File: config.mk
export PLATFORM = sky130hd
export DESIGN_NAME = trap_ctrl
export DESIGN_NICKNAME = d
export VERILOG_FILES = /design/src/rtl/trap_ctrl.sv
export SDC_FILE = /design/constraint.sdc
export NUM_CORES = 1
export LEC_CHECK = 0
export BUFFER_PORTS_ARGS = -buffer_cell sky130_fd_sc_hd__buf_2
export CORE_MARGIN = 2
export CORE_UTILIZATION = 42
export DETAILED_ROUTE_END_ITERATION = 6
export GPL_TIMING_DRIVEN = 0
export PLACE_DENSITY = 0.77
export REMOVE_ABC_BUFFERS = 1
export SLEW_MARGIN = 10
export SYNTH_ARGS = -nofsm -noshare
export SYNTH_HDL_FRONTEND = slang
export SYNTH_SLANG_ARGS = --single-unit
File: constraint.sdc
create_clock -name clk -period 1.72 [get_ports clk]
set_clock_uncertainty 0.1 [all_clocks]
set_input_delay 0.172 -clock clk [delete_from_list [all_inputs] [get_ports clk]]
set_output_delay 0.172 -clock clk [all_outputs]
set_load 0.005 [all_outputs]
File: src/rtl/trap_ctrl.sv
// trap_ctrl: machine-mode trap and mret sequencer.
// Detects exceptions and enabled interrupts at instruction boundaries, then
// steps the CSR trap channel through mepc/mcause/mtval/mstatus writes and
// redirects the PC to mtvec. An mret restores mstatus and jumps to mepc.
module trap_ctrl (
   input  logic        clk,
   input  logic        rst,
   input  logic        inst_valid_i,
   input  logic [31:0] pc_i,
   input  logic [31:0] inst_i,
   input  logic        ecall_i,
   input  logic        ebreak_i,
   input  logic        illegal_i,
   input  logic        mret_i,
   input  logic        ex_trap_i,
   input  logic        soft_trap_i,
   input  logic        tcmp_trap_i,
   input  logic        mstatus_mie_i,
   output logic        trap_csr_we_o,
   output logic [11:0] trap_csr_addr_o,
   output logic [31:0] trap_csr_wdata_o,
   input  logic [31:0] trap_csr_rdata_i,
   output logic        hold_o,
   output logic        jump_o,
   output logic [31:0] jump_addr_o
);

   // Machine-mode CSR addresses used on the trap channel.
   localparam logic [11:0] CSR_MSTATUS = 12'h300;
   localparam logic [11:0] CSR_MTVEC   = 12'h305;
   localparam logic [11:0] CSR_MEPC    = 12'h341;
   localparam logic [11:0] CSR_MCAUSE  = 12'h342;
   localparam logic [11:0] CSR_MTVAL   = 12'h343;

   localparam logic [2:0] S_IDLE      = 3'd0;
   localparam logic [2:0] S_MEPC      = 3'd1;
   localparam logic [2:0] S_MCAUSE    = 3'd2;
   localparam logic [2:0] S_MTVAL     = 3'd3;
   localparam logic [2:0] S_MSTATUS   = 3'd4;
   localparam logic [2:0] S_JUMP      = 3'd5;
   localparam logic [2:0] S_MRET_ST   = 3'd6;
   localparam logic [2:0] S_MRET_JUMP = 3'd7;

   // Trap entry: MPIE <= MIE, MIE <= 0, everything else untouched.
   function automatic logic [31:0] mstatus_on_trap(input logic [31:0] v);
      logic [31:0] r;
      r    = v;
      r[7] = v[3];
      r[3] = 1'b0;
      return r;
   endfunction

   // Return: MIE <= MPIE, MPIE <= 1, everything else untouched.
   function automatic logic [31:0] mstatus_on_mret(input logic [31:0] v);
      logic [31:0] r;
      r    = v;
      r[3] = v[7];
      r[7] = 1'b1;
      return r;
   endfunction

   logic [2:0]  state_q, state_d;
   logic [31:0] epc_q, epc_d;
   logic [31:0] cause_q, cause_d;
   logic [31:0] tval_q, tval_d;

   logic        trap_take_s;
   logic        mret_take_s;
   logic [31:0] cause_sel_s;
   logic [31:0] tval_sel_s;

   // Boundary take decision with fixed priority: exceptions, enabled IRQs, mret.
   always_comb begin
      trap_take_s = 1'b0;
      mret_take_s = 1'b0;
      cause_sel_s = 32'h0000_0000;
      tval_sel_s  = 32'h0000_0000;
      if (state_q == S_IDLE && inst_valid_i) begin
         if (illegal_i) begin
            trap_take_s = 1'b1;
            cause_sel_s = 32'h0000_0002;
            tval_sel_s  = inst_i;
         end else if (ebreak_i) begin
            trap_take_s = 1'b1;
            cause_sel_s = 32'h0000_0003;
         end else if (ecall_i) begin
            trap_take_s = 1'b1;
            cause_sel_s = 32'h0000_000B;
         end else if (mstatus_mie_i && ex_trap_i) begin
            trap_take_s = 1'b1;
            cause_sel_s = 32'h8000_000B;
         end else if (mstatus_mie_i && soft_trap_i) begin
            trap_take_s = 1'b1;
            cause_sel_s = 32'h8000_0003;
         end else if (mstatus_mie_i && tcmp_trap_i) begin
            trap_take_s = 1'b1;
            cause_sel_s = 32'h8000_0007;
         end else if (mret_i) begin
            mret_take_s = 1'b1;
         end else begin
            trap_take_s = 1'b0;
         end
      end else begin
         trap_take_s = 1'b0;
      end
   end

   // Next-state and capture logic; cause/mtval/mepc freeze at take.
   always_comb begin
      state_d = state_q;
      epc_d   = epc_q;
      cause_d = cause_q;
      tval_d  = tval_q;
      case (state_q)
         S_IDLE: begin
            if (trap_take_s) begin
               state_d = S_MEPC;
               epc_d   = pc_i;
               cause_d = cause_sel_s;
               tval_d  = tval_sel_s;
            end else if (mret_take_s) begin
               state_d = S_MRET_ST;
            end else begin
               state_d = S_IDLE;
            end
         end
         S_MEPC:      state_d = S_MCAUSE;
         S_MCAUSE:    state_d = S_MTVAL;
         S_MTVAL:     state_d = S_MSTATUS;
         S_MSTATUS:   state_d = S_JUMP;
         S_JUMP:      state_d = S_IDLE;
         S_MRET_ST:   state_d = S_MRET_JUMP;
         S_MRET_JUMP: state_d = S_IDLE;
         default:     state_d = S_IDLE;
      endcase
   end

   // State and captured trap information, synchronous reset.
   always_ff @(posedge clk) begin
      if (rst) begin
         state_q <= S_IDLE;
         epc_q   <= 32'h0000_0000;
         cause_q <= 32'h0000_0000;
         tval_q  <= 32'h0000_0000;
      end else begin
         state_q <= state_d;
         epc_q   <= epc_d;
         cause_q <= cause_d;
         tval_q  <= tval_d;
      end
   end

   // CSR channel and redirect drive per state; reset suppresses any write or jump at once.
   always_comb begin
      trap_csr_we_o    = 1'b0;
      trap_csr_addr_o  = 12'h000;
      trap_csr_wdata_o = 32'h0000_0000;
      jump_o           = 1'b0;
      jump_addr_o      = 32'h0000_0000;
      case (state_q)
         S_IDLE: begin
            trap_csr_we_o = 1'b0;
         end
         S_MEPC: begin
            trap_csr_we_o    = 1'b1;
            trap_csr_addr_o  = CSR_MEPC;
            trap_csr_wdata_o = epc_q;
         end
         S_MCAUSE: begin
            trap_csr_we_o    = 1'b1;
            trap_csr_addr_o  = CSR_MCAUSE;
            trap_csr_wdata_o = cause_q;
         end
         S_MTVAL: begin
            trap_csr_we_o    = 1'b1;
            trap_csr_addr_o  = CSR_MTVAL;
            trap_csr_wdata_o = tval_q;
         end
         S_MSTATUS: begin
            trap_csr_we_o    = 1'b1;
            trap_csr_addr_o  = CSR_MSTATUS;
            trap_csr_wdata_o = mstatus_on_trap(trap_csr_rdata_i);
         end
         S_JUMP: begin
            trap_csr_addr_o = CSR_MTVEC;
            jump_o          = 1'b1;
            jump_addr_o     = {trap_csr_rdata_i[31:2], 2'b00};
         end
         S_MRET_ST: begin
            trap_csr_we_o    = 1'b1;
            trap_csr_addr_o  = CSR_MSTATUS;
            trap_csr_wdata_o = mstatus_on_mret(trap_csr_rdata_i);
         end
         S_MRET_JUMP: begin
            trap_csr_addr_o = CSR_MEPC;
            jump_o          = 1'b1;
            jump_addr_o     = trap_csr_rdata_i;
         end
         default: begin
            trap_csr_we_o = 1'b0;
         end
      endcase
      if (rst) begin
         trap_csr_we_o = 1'b0;
         jump_o        = 1'b0;
      end else begin
         jump_o = jump_o;
      end
   end

   // Pipeline hold: immediate on a boundary take, then for the whole sequence.
   always_comb begin
      if (state_q == S_IDLE) begin
         hold_o = trap_take_s | mret_take_s;
      end else begin
         hold_o = 1'b1;
      end
   end

endmodule

==> metrics.md <==
| Metric | Value |
|---|---|
| Status | `finished with violations` |
| Failing checks | `setup timing` |
| TritonCTS buffer count | `9` |
| Top post-synthesis cells by area | `dfxtp_1 38%, mux2i_1 16%, nand2_1 9.5%` |
| RSZ-0062 raised after global routing | `yes` |
| Drt initial violations | `approximately 230` |
| M1 GR Usage | `between 30% and 40%` |
| Setup TNS | `-6.80 ns` |
| Synthesized flop and latch total | `72` |
| GR Overflow Total | `0` |
| Worst EP arrival | `1.63 ns` |
| Logic pwr share | `33.8%` |
| DP Area | `4590 um^2` |
| PortBufs | `about 180` |
| Dominant cell type by area after synthesis | `dfxtp_1` |
| Most frequent cells in the layout | `179 x buf_2, 96 x nand2_1, 69 x dfxtp_1, 65 x dlygate4sd3_1, 58 x mux2i_1` |
| Sw Ratio | `a little under a third` |
| Fmax | `approximately 530 MHz` |
| Top FF cell, synth | `dfxtp_1` |
| Core Region | `around 8700 um^2` |
| Antenna diode count | `0` |
| CTS tree | `built` |
| Worst-path fanout max | `6` |
| Post-synth top area share | `between 30% and 40%` |
| Fin util | `slightly above 70%` |
| Post-synth EDFFs | `0` |
| Ports | `between 150 and 200` |
| Post-Synthesis Cells | `about 430` |
| Slowest CP cell | `dfxtp_4` |
| Post-DP HPWL | `7090 um` |
| LEAKAGE | `0.00289 uW` |
| Critical path's top delay family | `buffers and inverters` |
| Syn_area_per_cell | `8.83 um^2` |
| Total GRT Usage | `26.9%` |
| Layout cell share with drive strength beyond 1 | `39.4%` |
| Hold Vio Cnt, Final | `0` |
| WP data required | `1.45 ns` |
| Seq pwr share | `between 30% and 40%` |
| Final net count | `a little under 800` |
| Area grow syn2layout | `62.4%` |
| First-pass GRT wire length | `21100 um` |
| # setup viols final | `96` |
| Most used routing layer | `met2` |
| Gpl congestion | `0.804` |
| Detail Route Antenna Nets | `0` |
| Final worst path period share | `110%` |
| Worst-path clk slew | `0.08 ns` |
| Vias | `4383` |
| Critical Path End Type | `output port` |
| Clock Tree Root | `clkbuf_8` |
| Initial Util | `43.5%` |
| Height of the die | `99.0 um` |
| CTS sink cnt | `72` |
| Mean routed wirelength per cell | `19.0 um` |
| Largest net degree at the start of global routing | `52` |
| DR vias/cell | `5.51` |
| NetSw | `1590 uW` |
| Peak supply drop | `402 uV` |
| Async S/R FF share, synth | `0%` |
| Clock Latency Late Sink | `0.34 ns` |
| Clock buffer depth | `2` |
| Fin crit period | `between 1.5 and 2 ns` |
| Final Non-Filler Cells | `796` |
| Post-synthesis sequential area ratio | `38.0%` |
| Max_slew headroom | `50.5%` |
| H-tree depth reported by CTS | `3` |
| Die ar. | `a little under 10000 um^2` |
| Final WL | `15100 um` |
| Commonest non-fill, non-tap cell in the layout | `buf_2` |
| Final Instance Area | `about 6200 um^2` |
| Critical path cell sequence | `buf_8, nor4b_4, buf_4, buf_6, o21ai_4, nand3_2, buf_2` |
| Slowest cell delay on critical path | `0.37 ns` |
| Max-slew violation count | `0` |
| CP bufs+invs | `4` |
| Initial antenna violation count | `0` |
| Placed cell count | `672` |
| CP Launch Type | `flop` |
| Netlist cell types | `38` |
| Clock network power share | `29.0%` |
| Worst slew pin tran | `~0.74 ns` |
| PwrDens | `between 800 and 900 nW/um^2` |
| M3 GR Usage | `5.53%` |
| Grt met2 use | `47.0%` |
| Crit path kind | `reg2out` |
| Die X | `99.0 um` |
| Vias in the first global route | `4242` |
| Hold crit path type | `in2reg` |
| Int Pwr | `3560 uW` |
| # Max-Cap Violations | `0` |
| Synth warn | `0` |
| DRC violation count after routing | `0` |
| Cell area after synthesis | `3790 um^2` |
| Fin worst setup slack | `-0.180 ns` |
| # rows | `34` |
| Pre-antenna DRT Iters | `4` |
-- final timing paths --
check                                start         end  slack (ns)  cells past startpoint
worst max-delay path            state_q[1]      hold_o       -0.18                      7
worst min-delay path                   rst  state_q[1]        0.09                      2
worst max register to register  state_q[1]    epc_q[3]       -0.13                      7
worst min register to register    epc_q[2]    epc_q[2]        0.36                      2
-- power by group through the flow --
stage | combinational, uW | sequential [uW] | clock [uW]
floorplan | 566 | 1990 | 0
global placement | 922 | 2050 | 0
detailed placement | 979 | 2040 | 0
CTS | 1420 | 1920 | 1510
global route | 1840 | 1930 | 1590
finish | 1740 | 1920 | 1500
-- synthesized netlist by cell type, types with 2 or more instances --
master    count
inv_1         2
o21ai_1       8
o21a_1        3
buf_8         3
nor2_1        4
a22oi_1       4
nor3_1        3
buf_6         7
a21oi_1       7
o21ai_0      24
buf_4         9
clkbuf_1     28
nand2_1      96
and3_1       33
nor2b_1       4
mux2i_1      62
buf_2         5
nand2b_1      2
a32o_1       32
dfxtp_1      72
mux2_2        4
-- through the flow --
stage	worst slack [ns]	total power, uW	hold slack (ns)
2_1_floorplan	-1.39	2560	0.141
3_3_place_gp	-2.34	2970	0.284
3_5_place_dp	-0.924	3020	0.286
4_1_cts	-0.150	4860	0.0227
5_1_grt	-0.257	5360	0.0767
6_report	-0.180	5150	0.0940
-- sequential cells by signal (all words and copies together) (netlist names) --
signal   count
cause_q      5
tval_q      32
epc_q       32
state_q      3
-- final cells by class --
type	count	area, um^2
Sequential cell	72	1450
Multi-Input combinational cell	311	2220
Clock inverter	5	80.1
Tap cell	108	135
Clock buffer	11	141
Fill cell	643	2570
Inverter	3	13.8
Timing Repair Buffer	286	2110
-- repair_timing --
action,4_1_cts,5_1_grt
pin swaps,5,10
resized for setup,31,36
endpoints found under the hold margin,65,0
hold buffers,65,0
gates cloned,2,8
endpoints found under the setup margin,145,132
setup buffers,27,7
-- cells by family after synthesis --
kind of cell	count (synthesis)	synth area share [%]
compound gates	84	16.4
buf+inv	55	8.78
flops	72	38.0
mux	67	17.9
other cells	1	0.0989
simple gates	150	18.8
-- metal layers --
layer,vias up,part of all wire [%]
li1,2036,-
met1,2110,41
met2,205,50
met3,32,6.3
met4,0,2.9
met5,-,0
Note: power is estimated with default switching activity, not from simulation.
